### src/rtl/register_file_pkg.sv
// ---------------------------------------------------------------------------
// register_file_pkg
// Shared constants for the RV32I integer register file and its busy-bit
// scoreboard.
//   REG_XLEN   : data width of one architectural register
//   REG_NUM    : number of architectural registers (x0 is hardwired to zero)
//   REG_ADDR_W : register index width, equals clog2(REG_NUM)
//   REG_ZERO   : index of the hardwired-zero register x0
// ---------------------------------------------------------------------------
package register_file_pkg;

  localparam int REG_XLEN   = 32;
  localparam int REG_NUM    = 32;
  localparam int REG_ADDR_W = 5;

  localparam logic [REG_ADDR_W-1:0] REG_ZERO = 5'd0;

endpackage : register_file_pkg

### src/rtl/register_scoreboard.sv
// ---------------------------------------------------------------------------
// register_scoreboard
// One busy bit per architectural register. A bit is set when an instruction
// that writes the register issues and cleared when its write-back commits.
// Bit 0 (x0) is never set.
// Ports:
//   clk, rst_n          clock, asynchronous active-low reset
//   set_en, set_idx     issue event: mark set_idx busy
//   clr_en, clr_idx     commit event: clear busy on clr_idx
//   rd_idx_a/b          lookup indices
//   busy_a/b            stored busy bits for rd_idx_a/b (combinational)
//   busy_any            OR of all busy bits
// ---------------------------------------------------------------------------
module register_scoreboard
  import register_file_pkg::*;
#(
  parameter int REG_NUM = register_file_pkg::REG_NUM,
  parameter int ADDR_W  = register_file_pkg::REG_ADDR_W
) (
  input  logic              clk,
  input  logic              rst_n,
  input  logic              set_en,
  input  logic [ADDR_W-1:0] set_idx,
  input  logic              clr_en,
  input  logic [ADDR_W-1:0] clr_idx,
  input  logic [ADDR_W-1:0] rd_idx_a,
  input  logic [ADDR_W-1:0] rd_idx_b,
  output logic              busy_a,
  output logic              busy_b,
  output logic              busy_any
);

  logic [REG_NUM-1:0] r_busy;
  logic [REG_NUM-1:0] w_busy_nxt;

  // Next busy vector: a set beats a clear on the same index, because the
  // issuing instruction is a newer writer than the one committing.
  always_comb begin
    w_busy_nxt = r_busy;
    for (int i = 1; i < REG_NUM; i++) begin
      if (set_en && (set_idx == ADDR_W'(i))) begin
        w_busy_nxt[i] = 1'b1;
      end else if (clr_en && (clr_idx == ADDR_W'(i))) begin
        w_busy_nxt[i] = 1'b0;
      end else begin
        w_busy_nxt[i] = r_busy[i];
      end
    end
    w_busy_nxt[0] = 1'b0;
  end

  // Busy-bit state register.
  always_ff @(posedge clk or negedge rst_n) begin
    if (!rst_n) begin
      r_busy <= '0;
    end else begin
      r_busy <= w_busy_nxt;
    end
  end

  assign busy_a   = r_busy[rd_idx_a];
  assign busy_b   = r_busy[rd_idx_b];
  assign busy_any = |r_busy;

endmodule : register_scoreboard

### src/rtl/register_file.sv
// ---------------------------------------------------------------------------
// register_file
// RV32I integer register file: storage array, two combinational read ports,
// write-back commit port and a per-register busy scoreboard for RAW stalls.
// Ports:
//   clk, rst_n                 clock, asynchronous active-low reset
//   rs1_addr/rs2_addr          read indices
//   rs1_data/rs2_data          read data (combinational, x0 reads 0)
//   rs1_busy/rs2_busy          outstanding-write flags (combinational)
//   issue_valid, issue_rd      issue of an instruction writing issue_rd
//   wb_en, wb_rd, wb_data      write-back commit from write_back_unit
//   busy_any                   any register has an outstanding write
// Configuration macro:
//   REGFILE_BYPASS_EN  when defined, a read of the index being committed in
//                      the same cycle returns wb_data and reports not busy.
// ---------------------------------------------------------------------------
module register_file
  import register_file_pkg::*;
#(
  parameter int XLEN    = REG_XLEN,
  parameter int REG_NUM = register_file_pkg::REG_NUM,
  parameter int ADDR_W  = REG_ADDR_W
) (
  input  logic              clk,
  input  logic              rst_n,
  input  logic [ADDR_W-1:0] rs1_addr,
  input  logic [ADDR_W-1:0] rs2_addr,
  output logic [XLEN-1:0]   rs1_data,
  output logic [XLEN-1:0]   rs2_data,
  output logic              rs1_busy,
  output logic              rs2_busy,
  input  logic              issue_valid,
  input  logic [ADDR_W-1:0] issue_rd,
  input  logic              wb_en,
  input  logic [ADDR_W-1:0] wb_rd,
  input  logic [XLEN-1:0]   wb_data,
  output logic              busy_any
);

  logic [XLEN-1:0] r_regs [REG_NUM];
  logic            w_wb_commit;
  logic            w_busy1;
  logic            w_busy2;

  // Writes to x0 are discarded here as well as in the scoreboard.
  assign w_wb_commit = wb_en && (wb_rd != '0);

  register_scoreboard #(
    .REG_NUM (REG_NUM),
    .ADDR_W  (ADDR_W)
  ) u_scoreboard (
    .clk      (clk),
    .rst_n    (rst_n),
    .set_en   (issue_valid),
    .set_idx  (issue_rd),
    .clr_en   (wb_en),
    .clr_idx  (wb_rd),
    .rd_idx_a (rs1_addr),
    .rd_idx_b (rs2_addr),
    .busy_a   (w_busy1),
    .busy_b   (w_busy2),
    .busy_any (busy_any)
  );

  // Storage array; entry 0 is cleared on reset and never written.
  always_ff @(posedge clk or negedge rst_n) begin
    if (!rst_n) begin
      for (int i = 0; i < REG_NUM; i++) begin
        r_regs[i] <= '0;
      end
    end else if (w_wb_commit) begin
      r_regs[wb_rd] <= wb_data;
    end
  end

  // Read port 1: x0 masking plus optional same-cycle commit bypass.
  always_comb begin
    rs1_data = '0;
    rs1_busy = 1'b0;
    if (rs1_addr == '0) begin
      rs1_data = '0;
      rs1_busy = 1'b0;
`ifdef REGFILE_BYPASS_EN
    end else if (w_wb_commit && (rs1_addr == wb_rd)) begin
      rs1_data = wb_data;
      rs1_busy = 1'b0;
`endif
    end else begin
      rs1_data = r_regs[rs1_addr];
      rs1_busy = w_busy1;
    end
  end

  // Read port 2: same structure as port 1, fully independent.
  always_comb begin
    rs2_data = '0;
    rs2_busy = 1'b0;
    if (rs2_addr == '0) begin
      rs2_data = '0;
      rs2_busy = 1'b0;
`ifdef REGFILE_BYPASS_EN
    end else if (w_wb_commit && (rs2_addr == wb_rd)) begin
      rs2_data = wb_data;
      rs2_busy = 1'b0;
`endif
    end else begin
      rs2_data = r_regs[rs2_addr];
      rs2_busy = w_busy2;
    end
  end

endmodule : register_file

### config.mk
export PLATFORM = sky130hd
export DESIGN_NAME = register_file
export DESIGN_NICKNAME = d
export VERILOG_FILES = /design/src/rtl/register_file_pkg.sv /design/src/rtl/register_scoreboard.sv /design/src/rtl/register_file.sv
export SDC_FILE = /design/constraint.sdc
export NUM_CORES = 2
export LEC_CHECK = 0
export CORE_MARGIN = 5
export CORE_UTILIZATION = 40
export DETAILED_ROUTE_END_ITERATION = 12
export GPL_ROUTABILITY_DRIVEN = 0
export HOLD_SLACK_MARGIN = 0.15
export MAX_ROUTING_LAYER = met4
export SYNTH_ARGS = -nofsm -noshare
export SYNTH_HDL_FRONTEND = slang
export SYNTH_SLANG_ARGS = --single-unit
### constraint.sdc
create_clock -name clk -period 2.94 [get_ports clk]
set_clock_uncertainty 0.05 [all_clocks]
set_input_delay 0.735 -clock clk [delete_from_list [all_inputs] [get_ports clk]]
set_output_delay 0.735 -clock clk [all_outputs]
set_load 0.05 [all_outputs]
-- After elaboration in Yosys (flattened, before gate mapping)
Index checks and enable logic that the tools add are counted.
- order comparisons: 6
- equal/unequal tests: 62
- muxes and demuxes: 79
- bitwise logic cells: 3
- reductions and logical operators: 99
- operator list (operator ; count):
    $bwmux W1024 ; 1
    $bmux W32 S5 ; 2
    $mux W32 ; 7
    $demux W32 S5 ; 1
    $eq A5 B5 Y1 const B ; 32
    $eq A5 B4 Y1 const B ; 16
    $mux W1 ; 66
    $logic_and A1 B1 Y1 ; 64
    $reduce_bool A2 Y1 ; 31
    $eq A5 B3 Y1 const B ; 8
    $reduce_or A31 Y1 ; 1
    $eq A5 B2 Y1 const B ; 4
    $ge A6 B6 Y1 const B ; 3
    $not A5 Y6 ; 3
    $lt A5 B6 Y1 const B ; 2
    $bmux W1 S5 ; 2
    $eq A5 B1 Y1 const B ; 2
    $logic_not A5 Y1 ; 2
    $lt A6 B1 Y1 const B ; 1
    $reduce_bool A5 Y1 ; 1
- register bits after elaboration: 1055
- input bits: 56
- word-level logic and storage cells: 312

-- Logic depth before layout (Yosys ltp)
- depth in word-level cells: 6
- mapped depth: 8
- mapped depth without buffers: 4

-- Cells and area by module
From an unflattened synthesis, not the netlist that was laid out.
- cells, all modules: 3836
- area total of the unflattened synthesis: 56396.6 um2
- by module, submodules not included (module ; times used ; cells each ; area each (um2)):
    register_file ; 1 ; 3623 ; 54413.4
    register_scoreboard ; 1 ; 213 ; 1983.2

-- Worst setup path after synthesis
Ideal clock, no wire load.
- path kind: input -> output
- start: input rs1_addr[1]
- end: output rs1_data[11]
- arrival: 3021 ps
- data required time: 2155 ps
- setup slack: -866 ps
- stages: 8
- path buffers: 4
- path through: buf_6 buf_8 nor2b_4 buf_6 buf_6 a221oi_2 o21ai_1 a311oi_1
- word-level cells in the longest chain between the ends: 5
- ends and longest elaborated chain (item ; line ; text):
    start: declaration ; register_file.sv:26 ; input logic [ADDR_W-1:0] rs1_addr,
    $not A5 Y6 (not written as such) ; register_file.sv:89 ; rs1_data = r_regs[rs1_addr];
    $bmux W32 S5 ; register_file.sv:89 ;
    $mux W32 (not written as such) (2 in series) ; register_file.sv:89 ;
    $mux W32 (*) ; register_file.sv:80 ; if (rs1_addr == '0) begin
    end: declaration ; register_file.sv:28 ; output logic [XLEN-1:0] rs1_data,
Every way passes the cells marked *; elsewhere a longest branch is shown, timed or not. The select of a mux whose other input is x is not followed.

-- Final worst setup path
- start: input rs2_addr[1]
- end: output rs2_data[17]
- word-level cells in the longest chain between the ends: 5
- ends and longest elaborated chain (item ; line ; text):
    start: declaration ; register_file.sv:27 ; input logic [ADDR_W-1:0] rs2_addr,
    $not A5 Y6 (not written as such) ; register_file.sv:107 ; rs2_data = r_regs[rs2_addr];
    $bmux W32 S5 ; register_file.sv:107 ;
    $mux W32 (not written as such) (2 in series) ; register_file.sv:107 ;
    $mux W32 (*) ; register_file.sv:98 ; if (rs2_addr == '0) begin
    end: declaration ; register_file.sv:29 ; output logic [XLEN-1:0] rs2_data,
Marks and branches as above.

==> metrics.csv <==
metric,value,unit
first-pass GRT wire length,305000,µm
critical path peak fanout,8,
wire length per cell,33.41,µm
CTS sink cnt,1055,
Post-Route WL,212000,µm
core area,0.1433,mm²
worst stage delay on the critical path,0.58,ns
Synth top area share,45.87,%
Min-Delay Path Class,reg -> reg,
slew of the pin with the lowest slew margin,0.7400,ns
total CTS buffers,117,
Worst EP required,2.15,ns
Peak VDD IR,0.4826,mV
initial antenna violation count,6,
# port buffers,122,
Slew Limit Fails,0,
final setup violation count,67,
crit path DAT,2.64,ns
Die Ht,389.3,µm
async set or reset register ratio after synthesis,100.0,%
DRT antenna net count,0,
worst path bufs/invs,5,
Power Density,616.6,mW/mm²
Setup TNS,-23.61,ns
Tot Pwr,0.04689,W
Worst-Skew Late Latency,0.72,ns
Starting Density,40.16,%
Ys Warns,0,
"EDFF count, synth",0,
violated checks,setup timing,
final worst slack,-0.4816,ns
CP Capture Type,primary output,
main flop type after synthesis,dfrtp_1,
vias in the first global route,40840,
DRT iter0 DRCs,3586,
"top cells by area, synth","dfrtp_1 (46%), mux2_2 (19%), mux4_2 (14%)",
Syn-to-layout area delta,32.14,%
most frequent cells in the layout,"dfrtp_1 (1054), mux2_2 (954), mux4_2 (439), buf_4 (424), buf_12 (261)",
Synth cell types,57,
Rows,139,
share of layout cells above drive strength 1,65.28,%
vias,39820,
Mapped Area,0.05755,mm²
Yosys top cell by area,dfrtp_1,
outcome,finished with violations,
htree depth,3,
sequential area share after synthesis,45.87,%
slew margin rel.,50.57,%
Hold WS,0.3456,ns
number of synthesized register bits,1055,
time the worst path needs with I/O delays and setup,3.422,ns
Post-Synthesis Cells,3784,
CTS root buf,clkbuf_16,
r2r setup slk,1.98,ns
CP top delay family,buffers and inverters,
Worst-path clk slew,0.06,ns
Leakage,32.55,nW
DRC errors left,0,
RSZ-0062 raised after global routing,yes,
Syn Area/Cell,15.21,µm²
largest net degree at the start of global routing,101,
CTS tree,done,
max-cap violations,0,
GRT Overall Usage,28.31,%
crit path cell chain,buf_16 -> buf_16 -> buf_6 -> buf_6 -> mux4_2 -> o2111ai_4 -> a311oi_4 -> buf_12,
router iterations before antenna repair,5,
critical path class,in -> out,
Max Clk Rate,0.2923,GHz
hpwl dp,128400,µm
number of hold violations in the final report,0,
GR Overflow Total,0,
CP max-delay cell,a311oi_4,
Die W,389.3,µm
io pins,123,
CP Launch Type,input port,
nets@finish,4393,
clock buffer depth,3,
die area,0.1516,mm²
final period utilization,116.4,%
"commonest non-fill, non-tap cell in the layout",dfrtp_1,
"Net Count, Synth",3840,
vias per cell,6.275,
per-layer routing:
metal	routed length (µm)	part of all wire, %	track usage (%)	vias up
met5	0	0	-	-
met4	6850	3.2	8.745	0
met3	17570	8.3	5.833	358
met2	94950	45	41.08	1857
met1	92590	44	40.25	21650
li1	-	-	-	15950
synth_stat cells, types with 3 or more instances:
master        n
a211oi_1     64
a221oi_1      7
a221oi_2     41
a22o_1        8
a22oi_1      66
a311oi_1     66
a32o_1        4
buf_1         4
buf_2       136
buf_4        69
buf_6        59
clkbuf_1    174
dfrtp_1    1055
inv_1        19
mux2_1       36
mux2_2      995
mux2_4       29
mux2i_1     132
mux4_1       95
mux4_2      365
nand2_1      53
nand2_2       3
nand2b_1      7
nand3_1       6
nand4_1       4
nor2_1       10
nor2_2       12
nor2b_1      74
nor3_2        3
nor4_1        7
o2111ai_1    18
o21ai_0      70
o21ai_1      51
o22ai_1       9
o31ai_1       3
o32ai_1       3
flip-flops by register name, summed over array words and instances (netlist names):
register and cells:
r_regs 1024, u_scoreboard.r_busy 31
worst paths after layout:
path / start / endpoint / cells past startpoint
setup reg to reg: r_regs[852] / r_regs[852] / 2
min in group asynchronous: rst_n / r_regs[88] / 2
setup / recovery: rs2_addr[1] / rs2_data[17] / 8
max in group asynchronous: rst_n / r_regs[882] / 3
hold reg to reg: r_regs[1000] / r_regs[1000] / 0
hold / removal: r_regs[1000] / r_regs[1000] / 0
cell type report:
class | instances | area [µm²]
inverters | 19 | 76.32
flip-flops and latches | 1055 | 26400
diodes | 6 | 15.01
fillers | 11620 | 67260
clock inverters | 43 | 469.2
repair buffers | 879 | 11680
well taps | 1903 | 2381
multi-input cells | 2265 | 31560
clock buffers | 175 | 3461
through the flow:
| stage | cells | area, µm² | utilization, % | setup slack, ns |
|---|---|---|---|---|
| 3_5_place_dp | 6007 | 67880 | 47.37 | -0.6711 |
| 5_1_grt | 6345 | 76050 | 53.07 | -0.4646 |
| 3_3_place_gp | 6007 | 67880 | 47.37 | -0.6822 |
| 2_1_floorplan | 3784 | 59040 | - | -0.1670 |
| 6_report | 6345 | 76050 | 53.07 | -0.4816 |
| 4_1_cts | 6332 | 75170 | 52.46 | -0.4779 |
power breakdown:
group	total, W	switching (W)	internal [W]
registers	0.0195	0.00215	0.0173
clock network	0.0151	0.00633	0.00881
logic	0.0123	0.00517	0.00711
total	0.0469	0.0137	0.0332
repair_timing:
action / 4_1_cts / 5_1_grt
endpoints found under the setup margin: 67 / 67
gates cloned: 39 / 8
endpoints found under the hold margin: 18 / 0
hold buffers: 1 / 0
buffers inserted: 98 / 28
gates resized for setup: 483 / 190
pin swaps: 95 / 93
kinds of logic after synthesis:
| group | Yosys count | synth area share, % |
|---|---|---|
| AO/OA/AOI/OAI | 414 | 5.629 |
| buffers and inverters | 464 | 4.592 |
| AND/OR/NAND/NOR | 199 | 2.057 |
| flip-flops | 1055 | 45.87 |
| multiplexers | 1652 | 41.85 |
Power figures use the tool's default switching activity.
